===== config.mk =====
export PLATFORM = sky130hd
export DESIGN_NAME = chan_ctrl
export DESIGN_NICKNAME = d
export VERILOG_FILES = /design/src/rtl/chan_ctrl_pkg.sv /design/src/rtl/key_repeat.sv /design/src/rtl/chan_ctrl.sv
export SDC_FILE = /design/constraint.sdc
export NUM_CORES = 1
export LEC_CHECK = 0
export CAP_MARGIN = 5
export CORE_AREA = 4 4 73 75
export CTS_CLUSTER_SIZE = 16
export DETAILED_ROUTE_END_ITERATION = 7
export DIE_AREA = 0 0 77 79
export PLACE_DENSITY_LB_ADDON = 0.25
export REMOVE_ABC_BUFFERS = 1
export SKIP_CTS_REPAIR_TIMING = 1
export SLEW_MARGIN = 20
export SYNTH_ARGS = -nofsm -noshare
export SYNTH_HDL_FRONTEND = slang
export SYNTH_SLANG_ARGS = --single-unit

===== constraint.sdc =====
create_clock -name clk_i -period 2.1 [get_ports clk_i]
set_input_delay 0.315 -clock clk_i [delete_from_list [all_inputs] [get_ports clk_i]]
set_output_delay 0.315 -clock clk_i [all_outputs]
set_load 0.01 [all_outputs]

===== src/rtl/chan_ctrl_pkg.sv =====
// chan_ctrl_pkg: shared definitions for the channel controller.
//   - 2-bit encoding of the key auto-repeat FSM states
//   - clog2w(): ceil(log2(n)) clamped to a minimum width of 1
package chan_ctrl_pkg;

    typedef logic [1:0] rpt_state_t;

    localparam rpt_state_t IDLE   = 2'd0;
    localparam rpt_state_t DELAY  = 2'd1;
    localparam rpt_state_t REPEAT = 2'd2;

    function automatic int unsigned clog2w(input int unsigned n);
        return (n <= 2) ? 1 : $clog2(n);
    endfunction

endpackage


===== src/rtl/key_repeat.sv =====
// key_repeat: auto-repeat engine for the up/down keys.
// Ports:
//   clk_i, rst_ni          clock, async active-low reset
//   tick_i                 timebase strobe, one clk wide
//   up_i, down_i           raw key levels
//   up_rise_i, down_rise_i rising edges of the keys (already qualified)
//   step_up_o, step_down_o one-clk step pulses (press step and repeat steps)
module key_repeat
    import chan_ctrl_pkg::*;
#(
    parameter int unsigned REPEAT_DLY  = 50,
    parameter int unsigned REPEAT_RATE = 10
) (
    input  logic clk_i,
    input  logic rst_ni,
    input  logic tick_i,
    input  logic up_i,
    input  logic down_i,
    input  logic up_rise_i,
    input  logic down_rise_i,
    output logic step_up_o,
    output logic step_down_o
);

    localparam int unsigned CNT_MAX = (REPEAT_DLY > REPEAT_RATE) ? REPEAT_DLY : REPEAT_RATE;
    localparam int unsigned CNT_W   = clog2w(CNT_MAX + 1);
    localparam logic [CNT_W-1:0] DLY_LAST  = CNT_W'(REPEAT_DLY - 1);
    localparam logic [CNT_W-1:0] RATE_LAST = CNT_W'(REPEAT_RATE - 1);

    rpt_state_t       state_q, state_d;
    logic             dir_up_q, dir_up_d;
    logic [CNT_W-1:0] cnt_q, cnt_d;

    logic held_up, held_down, held_dir;
    logic press_up, press_down;
    logic fire;

    // "Held" means exactly one key down; both pressed counts as released.
    assign held_up    = up_i & ~down_i;
    assign held_down  = down_i & ~up_i;
    // Held in the latched direction; a direction swap drops this and returns to IDLE.
    assign held_dir   = dir_up_q ? held_up : held_down;
    assign press_up   = up_rise_i & held_up;
    assign press_down = down_rise_i & held_down;

    always_ff @(posedge clk_i or negedge rst_ni) begin
        if (!rst_ni) begin
            state_q  <= IDLE;
            dir_up_q <= 1'b0;
            cnt_q    <= '0;
        end else begin
            state_q  <= state_d;
            dir_up_q <= dir_up_d;
            cnt_q    <= cnt_d;
        end
    end

    always_comb begin
        state_d  = state_q;
        dir_up_d = dir_up_q;
        cnt_d    = cnt_q;
        case (state_q)
            IDLE: begin
                if (press_up || press_down) begin
                    state_d  = DELAY;
                    dir_up_d = press_up;
                    cnt_d    = '0;
                end
            end
            DELAY: begin
                if (!held_dir) begin
                    state_d = IDLE;
                    cnt_d   = '0;
                end else if (tick_i) begin
                    if (cnt_q == DLY_LAST) begin
                        state_d = REPEAT;
                        cnt_d   = '0;
                    end else begin
                        cnt_d = cnt_q + CNT_W'(1);
                    end
                end
            end
            REPEAT: begin
                if (!held_dir) begin
                    state_d = IDLE;
                    cnt_d   = '0;
                end else if (tick_i) begin
                    if (cnt_q == RATE_LAST) begin
                        cnt_d = '0;
                    end else begin
                        cnt_d = cnt_q + CNT_W'(1);
                    end
                end
            end
            default: begin
                state_d = IDLE;
                cnt_d   = '0;
            end
        endcase
    end

    always_comb begin
        fire = 1'b0;
        if (held_dir && tick_i) begin
            if (state_q == DELAY && cnt_q == DLY_LAST) begin
                fire = 1'b1;
            end else if (state_q == REPEAT && cnt_q == RATE_LAST) begin
                fire = 1'b1;
            end
        end
        step_up_o   = ((state_q == IDLE) && press_up) || (fire && dir_up_q);
        step_down_o = ((state_q == IDLE) && press_down) || (fire && !dir_up_q);
    end

endmodule


===== src/rtl/chan_ctrl.sv =====
// chan_ctrl: channel selector with up/down keys (auto-repeat), last-channel
// recall and direct select.
// Ports:
//   clk_i, rst_ni     clock, async active-low reset
//   tick_i            timebase strobe for auto-repeat
//   up_i, down_i      step keys (level)
//   recall_i          last-channel key (level)
//   sel_valid_i       direct-select strobe; sel_ch_i is the requested channel
//   ch_idx_o          current channel, binary
//   ch_onehot_o       current channel, one-hot
//   ch_changed_o      one-clk pulse when ch_idx_o takes a new value
module chan_ctrl
    import chan_ctrl_pkg::*;
#(
    parameter int unsigned NCH         = 8,
    parameter int unsigned WRAP        = 1,
    parameter int unsigned REPEAT_DLY  = 50,
    parameter int unsigned REPEAT_RATE = 10,
    localparam int unsigned CW         = clog2w(NCH)
) (
    input  logic           clk_i,
    input  logic           rst_ni,
    input  logic           tick_i,
    input  logic           up_i,
    input  logic           down_i,
    input  logic           recall_i,
    input  logic           sel_valid_i,
    input  logic [CW-1:0]  sel_ch_i,
    output logic [CW-1:0]  ch_idx_o,
    output logic [NCH-1:0] ch_onehot_o,
    output logic           ch_changed_o
);

    localparam logic [CW:0]   NCH_W = (CW + 1)'(NCH);
    localparam logic [CW-1:0] LAST  = CW'(NCH - 1);

    logic          up_q, down_q, recall_q;
    logic          armed_q;
    logic [CW-1:0] ch_q, ch_d;
    logic [CW-1:0] prev_q, prev_d;
    logic          changed_q, changed_d;

    logic up_rise, down_rise, recall_rise;
    logic step_up, step_down;
    logic sel_in_range;

    // armed_q masks rises on the first clk after reset so a key held through
    // reset release only loads its delay register and does not step.
    assign up_rise      = up_i & ~up_q & armed_q;
    assign down_rise    = down_i & ~down_q & armed_q;
    assign recall_rise  = recall_i & ~recall_q & armed_q;
    assign sel_in_range = ({1'b0, sel_ch_i} < NCH_W);

    key_repeat #(
        .REPEAT_DLY  (REPEAT_DLY),
        .REPEAT_RATE (REPEAT_RATE)
    ) u_key_repeat (
        .clk_i       (clk_i),
        .rst_ni      (rst_ni),
        .tick_i      (tick_i),
        .up_i        (up_i),
        .down_i      (down_i),
        .up_rise_i   (up_rise),
        .down_rise_i (down_rise),
        .step_up_o   (step_up),
        .step_down_o (step_down)
    );

    always_ff @(posedge clk_i or negedge rst_ni) begin
        if (!rst_ni) begin
            up_q      <= 1'b0;
            down_q    <= 1'b0;
            recall_q  <= 1'b0;
            armed_q   <= 1'b0;
            ch_q      <= '0;
            prev_q    <= '0;
            changed_q <= 1'b0;
        end else begin
            up_q      <= up_i;
            down_q    <= down_i;
            recall_q  <= recall_i;
            armed_q   <= 1'b1;
            ch_q      <= ch_d;
            prev_q    <= prev_d;
            changed_q <= changed_d;
        end
    end

    // One action per clk: select > recall > step. An out-of-range select
    // still claims the cycle, and steps lose to either higher action.
    always_comb begin
        ch_d   = ch_q;
        prev_d = prev_q;
        if (sel_valid_i) begin
            if (sel_in_range && (sel_ch_i != ch_q)) begin
                ch_d   = sel_ch_i;
                prev_d = ch_q;
            end
        end else if (recall_rise) begin
            ch_d   = prev_q;
            prev_d = ch_q;
        end else if (step_up) begin
            if (ch_q == LAST) begin
                if (WRAP != 0) begin
                    ch_d = '0;
                end
            end else begin
                ch_d = ch_q + CW'(1);
            end
            if (ch_d != ch_q) begin
                prev_d = ch_q;
            end
        end else if (step_down) begin
            if (ch_q == '0) begin
                if (WRAP != 0) begin
                    ch_d = LAST;
                end
            end else begin
                ch_d = ch_q - CW'(1);
            end
            if (ch_d != ch_q) begin
                prev_d = ch_q;
            end
        end
        changed_d = (ch_d != ch_q);
    end

    always_comb begin
        for (int i = 0; i < NCH; i++) begin
            ch_onehot_o[i] = (ch_q == CW'(i));
        end
    end

    assign ch_idx_o     = ch_q;
    assign ch_changed_o = changed_q;

endmodule

==> results of run 1 <==
sequential cells by signal, indices dropped and copies added (netlist names):
name	flops
u_key_repeat.state_q	2
u_key_repeat.cnt_q	6
up_q	1
u_key_repeat.dir_up_q	1
down_q	1
prev_q	3
ch_idx_o	3
armed_q	1
recall_q	1
ch_changed_o	1
placed cells by master (no fill, tap or decap), types with 4 or more instances in the layout:
cell type / count
sky130_fd_sc_hd__buf_4: 24
sky130_fd_sc_hd__nor2b_1: 7
sky130_fd_sc_hd__o21ai_1: 6
sky130_fd_sc_hd__nand2_1: 9
sky130_fd_sc_hd__o21ai_0: 7
sky130_fd_sc_hd__dlymetal6s2s_1: 5
sky130_fd_sc_hd__and2_1: 4
sky130_fd_sc_hd__clkdlybuf4s50_1: 16
sky130_fd_sc_hd__inv_1: 13
sky130_fd_sc_hd__dfrtp_1: 17
sky130_fd_sc_hd__nor2_1: 8
sky130_fd_sc_hd__ha_1: 10
sky130_fd_sc_hd__nand2b_1: 4
sky130_fd_sc_hd__a21oi_1: 4
sky130_fd_sc_hd__nand3_1: 6
power by group:
group / total [mW] / internal (mW) / switching, mW
clock: 0.390 / 0.254 / 0.136
combinational: 0.966 / 0.494 / 0.472
sequential: 0.536 / 0.461 / 0.0747
total: 1.89 / 1.21 / 0.682
stage by stage:
step	setup WS (ps)	utilization, %
2_1_floorplan	74.74	-
3_3_place_gp	-66.33	44.11
6_report	90.02	47.41
4_1_cts	-147.3	45.64
5_1_grt	-5.071	47.41
3_5_place_dp	-112.0	44.11
worst reg2reg max path: stages (launching register included):
cell and delay, ps:
sky130_fd_sc_hd__dfrtp_1 410, sky130_fd_sc_hd__inv_1 110, sky130_fd_sc_hd__ha_2 220, sky130_fd_sc_hd__nand4b_4 150, sky130_fd_sc_hd__a211oi_4 330, sky130_fd_sc_hd__nor2_4 70, sky130_fd_sc_hd__o21ai_2 150, sky130_fd_sc_hd__o21a_4 170
sky130_fd_sc_hd__mux2_4 310
area by class of cell:
type / count / share of cell area (%)
clock buffers: 3 / 1.869
multi-input cells: 131 / 50.45
flip-flops and latches: 20 / 22.82
repair buffers: 45 / 18.23
clock inverters: 1 / 1.359
inverters: 13 / 2.208
well taps: 54 / 3.058
routing by layer:
layer / routed length [um] / global-route usage (%) / up-vias / part of all wire [%]
met2: 2111 / 24.74 / 26 / 53
met4: 45 / 5.160 / 0 / 1.1
li1: - / - / 703 / -
met5: 0 / 0 / - / 0
met3: 128 / 2.154 / 4 / 3.2
met1: 1703 / 16.17 / 691 / 43
cells by family after synthesis:
family                     count (synthesis)  share of synthesized area (%)
buffers and inverters                     18                          4.653
other                                      1                         0.2286
and+or+nand+nor                           60                          23.57
xor gates and xnor gates                   3                          1.602
AOI/OAI and AO/OA                         48                          25.02
adders and majority gates                 12                          9.153
muxes                                      7                          5.263
DFF                                       20                          30.51
worst max-delay path by stage:
stage	start	endpoint	slack [ps]	cells past startpoint
detailed placement	tick_i	prev_q[0]$_DFFE_PN0P_	-110	7
global route	u_key_repeat.state_q[1]$_DFFE_PN0P_	prev_q[0]$_DFFE_PN0P_	-5	8
finish	u_key_repeat.state_q[1]$_DFFE_PN0P_	prev_q[0]$_DFFE_PN0P_	90	8
CTS	ch_idx_o[1]$_DFF_PN0_	ch_onehot_o[0]	-150	4
global placement	tick_i	prev_q[1]$_DFFE_PN0P_	-70	7
floorplan	ch_idx_o[0]$_DFF_PN0_	prev_q[0]$_DFFE_PN0P_	70	6
==> impl_metrics.sql, run 1 <==
INSERT INTO impl_metrics (metric_group, metric, value, unit) VALUES
('layout', 'antenna_cells_inserted', '0', ''),
('timing', 'max_clock_freq', '497.5', 'MHz'),
('setup_path', 'reg2reg_from', 'u_key_repeat.state_q[1]$_DFFE_PN0P_', ''),
('setup_path', 'timing.rr.end', 'prev_q[0]$_DFFE_PN0P_', ''),
('routing', 'drt-pass1-iter-count', '4', ''),
('cts', 'clock_path_buffers', '2', ''),
('setup_path', 'critical_path.startpoint_type', 'flop', ''),
('grt', 'first_pass_grt_wire_length', '6.768', 'mm'),
('synthesis', 'postSynth.asyncResetShare', '100.0', '%'),
('routing', 'dr.first_iter.drc_count', '50', ''),
('synthesis', 'post-synth-top-count-cell', 'sky130_fd_sc_hd__dfrtp_1', ''),
('placed_design', 'detailed_place.area', '2056', 'um^2'),
('grt', 'grt_use_total', '13.63', '%'),
('run_status', 'outcome', 'finished, final reports clean', ''),
('timing', 'totalNegativeSetupSlack', '0', 'ps'),
('layout', 'multiInputGateArea', '1115', 'um^2'),
('grt', 'largest_net_degree_at_the_start_of_global_routing', '21', ''),
('synthesis', 'post_synth.cell_area_avg', '9.706', 'um^2'),
('power', 'p_leak', '1.002', 'nW'),
('cts', 'cts.root.buffer_cell', 'sky130_fd_sc_hd__clkbuf_8', ''),
('synthesis', 'ys_warn_count', '0', ''),
('layout', 'final-seq-area', '504.2', 'um^2'),
('timing', 'finalSetupViolCount', '0', ''),
('layout', 'finalNetCount', '236', ''),
('setup_path', 'critical_path.cell_chain', 'inv_1 -> ha_2 -> nand4b_4 -> a211oi_4 -> nor2_4 -> o21ai_2 -> o21a_4 -> mux2_4', ''),
('layout', 'syn2layout_area_growth', '34.71', '%'),
('setup_path', 'critical_path_class', 'reg2reg', ''),
('synthesis', 'synth.ff_latch_count', '20', ''),
('synthesis', 'syn_area', '1640', 'um^2'),
('synthesis', 'share_of_the_synthesized_area_in_the_top_cell_type', '30.51', '%'),
('layout', 'layout-drive-gt1-share', '25.35', '%'),
('timing', 'final.min_clock_period', '2010', 'ps'),
('synthesis', 'yosys-top-cells-count', '20 x sky130_fd_sc_hd__dfrtp_1, 13 x sky130_fd_sc_hd__inv_1, 12 x sky130_fd_sc_hd__ha_1', ''),
('routing', 'route.vias.total', '1424', ''),
('grt', 'first_global_vias', '1478', ''),
('placed_design', 'portBuffers', '21', ''),
('synthesis', 'synth_edf_count', '0', ''),
('routing', 'route.detailed.drc', '0', ''),
('cts', 'tritoncts_clock_tree', 'built', ''),
('cts', 'tritoncts_num_sinks', '20', ''),
('setup_path', 'crit_path_max_fanout', '3', ''),
('routing', 'wirelength_per_cell', '14.94', 'um'),
('timing', 'finalHoldViolCount', '0', ''),
('layout', 'final_cell_count_no_fill', '267', ''),
('placed_design', 'routability_driven_placement_congestion_ratio', '0.8345', ''),
('synthesis', 'synth_area_leaders', 'sky130_fd_sc_hd__dfrtp_1 31%, sky130_fd_sc_hd__ha_1 9.2%, sky130_fd_sc_hd__nor2b_1 3.1%', ''),
('setup_path', 'timing.critical_path.max_delay_family', 'compound AO/OA/AOI/OAI gates', ''),
('setup_path', 'timing.reg2reg.setup_slack', '90', 'ps'),
('synthesis', 'postSynth.topFlopCell', 'sky130_fd_sc_hd__dfrtp_1', ''),
('setup_path', 'worstPathArrival', '2160', 'ps'),
('layout', 'filler_cells', '427', ''),
('synthesis', 'synth_cell_type_count', '59', ''),
('routing', 'detail_route.wirelength', '3.988', 'mm'),
('power', 'irDropWorstVdd', '0.3992', 'mV'),
('synthesis', 'yosysTopAreaCell', 'sky130_fd_sc_hd__dfrtp_1', ''),
('timing', 'whs', '403.6', 'ps'),
('cts', 'htree_num_levels', '1', ''),
('floorplan', 'num_io_pins', '22', ''),
('cts', 'clkTransAtPathRegs', '80', 'ps'),
('routing', 'antenna_violating_nets_post_route', '0', ''),
('setup_path', 'crit_slowest_cell', 'sky130_fd_sc_hd__dfrtp_1', ''),
('placed_design', 'post-dp-hpwl', '3.175', 'mm'),
('flow_run', 'drv_cap', '0', ''),
('floorplan', 'dieArea', '6083', 'um^2'),
('timing', 'period_share', '95.71', '%'),
('floorplan', 'initial_utilization', '35.19', '%'),
('floorplan', 'rows', '25', ''),
('synthesis', 'synth_sequential_area_ratio', '30.51', '%'),
('grt', 'antenna_found_initial', '0', ''),
('grt', 'total_grt_overflow', '0', ''),
('setup_path', 'cpPeakStageDelay', '410', 'ps');
No activity file was read; power rests on OpenSTA's default activity.
==> run 2, diff against run 1 <==
--- a/config.mk
+++ b/config.mk
@@ -10,6 +10,7 @@
 export CTS_CLUSTER_SIZE = 16
 export DETAILED_ROUTE_END_ITERATION = 7
 export DIE_AREA = 0 0 77 79
+export MAX_ROUTING_LAYER = met4
 export PLACE_DENSITY_LB_ADDON = 0.25
 export REMOVE_ABC_BUFFERS = 1
 export SKIP_CTS_REPAIR_TIMING = 1
==> impl_metrics.sql, run 2 (synthesis gave the netlist of run 1 again) <==
INSERT INTO impl_metrics (metric_group, metric, value, unit) VALUES
('timing', 'whs', '403.6', 'ps'),
('setup_path', 'endpoint_kind', 'flop', ''),
('layout', 'antenna_cells_inserted', '0', ''),
('floorplan', 'rows', '25', ''),
('grt', 'largest_net_degree_at_the_start_of_global_routing', '21', ''),
('timing', 'finalHoldViolCount', '0', ''),
('setup_path', 'critical_path.startpoint_type', 'flop', ''),
('floorplan', 'num_io_pins', '22', ''),
('layout', 'top_register_by_number_of_flip_flops', 'u_key_repeat.cnt_q', ''),
('layout', 'commonest_cells_after_routing_fill_and_taps_aside', '24 x sky130_fd_sc_hd__buf_4, 17 x sky130_fd_sc_hd__dfrtp_1, 16 x sky130_fd_sc_hd__clkdlybuf4s50_1, 13 x sky130_fd_sc_hd__inv_1, 10 x sky130_fd_sc_hd__ha_1', ''),
('grt', 'first_global_vias', '1478', ''),
('layout', 'final-seq-area', '504.2', 'um^2'),
('routing', 'route.vias.total', '1424', ''),
('flow_run', 'drv_cap', '0', ''),
('grt', 'grt_use_total', '14.00', '%'),
('grt', 'total_grt_overflow', '0', ''),
('layout', 'flip_flop_count_of_the_largest_register_all_copies_and_words_added', '6', ''),
('grt', 'antenna_found_initial', '0', ''),
('power', 'power_per_cell_area', '856.2', 'nW/um^2'),
('power', 'fin_total_pwr', '1.892', 'mW'),
('cts', 'clock_path_buffers', '2', ''),
('timing', 'worst_clock_skew', '5.186', 'ps'),
('cts', 'tritoncts_num_sinks', '20', ''),
('routing', 'route.detailed.drc', '0', ''),
('placed_design', 'post-dp-hpwl', '3.175', 'mm'),
('setup_path', 'critical_path_class', 'reg2reg', ''),
('routing', 'antenna_violating_nets_post_route', '0', ''),
('routing', 'detail_route.wirelength', '3.988', 'mm'),
('routing', 'dr.first_iter.drc_count', '50', ''),
('timing', 'final.min_clock_period', '2010', 'ps'),
('cts', 'cts.root.buffer_cell', 'sky130_fd_sc_hd__clkbuf_8', ''),
('cts', 'clkTransAtPathRegs', '80', 'ps'),
('timing', 'maxSlewViolCount', '0', ''),
('routing', 'drt-pass1-iter-count', '4', ''),
('setup_path', 'worstPathArrival', '2160', 'ps'),
('cts', 'clock_latency_of_the_later_clocked_register_in_the_worst_skew_pair', '260', 'ps'),
('grt', 'first_pass_grt_wire_length', '6.768', 'mm'),
('setup_path', 'crit_path_max_fanout', '3', ''),
('timing', 'period_share', '95.72', '%'),
('layout', 'filler_cells', '427', ''),
('layout', 'multiInputGateArea', '1115', 'um^2'),
('routing', 'vias_per_cell', '5.333', ''),
('power', 'p_leak', '1.002', 'nW'),
('timing', 'max_clock_freq', '497.5', 'MHz'),
('routing', 'wirelength_per_cell', '14.94', 'um'),
('layout', 'layout-drive-gt1-share', '25.35', '%'),
('cts', 'htree_num_levels', '1', ''),
('layout', 'mostFrequentLayoutCell', 'sky130_fd_sc_hd__buf_4', ''),
('cts', 'tritoncts_clock_tree', 'built', ''),
('floorplan', 'floorplan.die.width', '77', 'um'),
('setup_path', 'critPathRequiredTime', '2250', 'ps'),
('placed_design', 'portBuffers', '21', ''),
('floorplan', 'dieArea', '6083', 'um^2'),
('run_status', 'outcome', 'finished, final reports clean', ''),
('layout', 'syn2layout_area_growth', '34.71', '%'),
('worst_hold_path', 'worst_min_path_class', 'in2async', ''),
('placed_design', 'routability_driven_placement_congestion_ratio', '0.8473', ''),
('floorplan', 'initial_utilization', '35.19', '%'),
('floorplan', 'core', '4661', 'um^2'),
('cts', 'tritoncts.num_buffers', '3', ''),
('timing', 'finalSetupViolCount', '0', ''),
('layout', 'finalNetCount', '236', ''),
('floorplan', 'dieHeight', '79', 'um'),
('timing', 'totalNegativeSetupSlack', '0', 'ps'),
('power', 'irDropWorstVdd', '0.3992', 'mV');
==> run 2: cell counts in the layout (fill, tap and decap cells not counted) <==
No cell type changed its count.
==> run 2: cell type report <==
type,count,area share (%)
tap,54,3.058
clock buffer,3,1.869
inverter,13,2.208
multi-input combinational,131,50.45
timing repair buffer,45,18.23
sequential,20,22.82
clock inverter,1,1.359
==> run 2: per-layer routing <==
layer,vias to the layer above,track usage (%),share of wire (%)
met5,-,-,0
met4,0,5.160,1.1
met3,4,2.154,3.3
met2,26,24.74,53
met1,691,16.17,43
li1,703,-,-
==> run 2: final timing paths <==
check                                        end  slack, ps                                start  depth (start not counted)
setup / recovery           prev_q[0]$_DFFE_PN0P_         90  u_key_repeat.state_q[1]$_DFFE_PN0P_                          8
hold / removal             prev_q[2]$_DFFE_PN0P_        400                               rst_ni                          2
setup reg to reg           prev_q[0]$_DFFE_PN0P_         90  u_key_repeat.state_q[1]$_DFFE_PN0P_                          8
hold reg to reg            prev_q[1]$_DFFE_PN0P_        520                prev_q[1]$_DFFE_PN0P_                          1
max in group asynchronous  ch_idx_o[2]$_DFF_PN0_       1460                               rst_ni                          2
min in group clk_i            recall_q$_DFF_PN0_        520                             recall_i                          1
==> run 2: critical path, cell delays in order, from the launching register on <==
cell and delay [ps]:
sky130_fd_sc_hd__dfrtp_1 410, sky130_fd_sc_hd__inv_1 110, sky130_fd_sc_hd__ha_2 220, sky130_fd_sc_hd__nand4b_4 150, sky130_fd_sc_hd__a211oi_4 330, sky130_fd_sc_hd__nor2_4 70, sky130_fd_sc_hd__o21ai_2 150, sky130_fd_sc_hd__o21a_4 170
sky130_fd_sc_hd__mux2_4 310
==> run 2: stage by stage <==
stage | instance area, um^2 | setup WS (ps) | std cells | utilization, %
6_report | 2210 | 89.96 | 267 | 47.41
5_1_grt | 2210 | -5.071 | 267 | 47.41
4_1_cts | 2127 | -147.3 | 265 | 45.64
3_5_place_dp | 2056 | -112.0 | 261 | 44.11
3_3_place_gp | 2056 | -66.33 | 261 | 44.11
2_1_floorplan | 1613 | 74.74 | 164 | -
==> run 2: where the power goes <==
group	internal [mW]	switching, mW	total, mW	leakage [nW]
sequential	0.461	0.0747	0.536	0.245
clock	0.254	0.136	0.390	0.0357
combinational	0.494	0.472	0.966	0.721
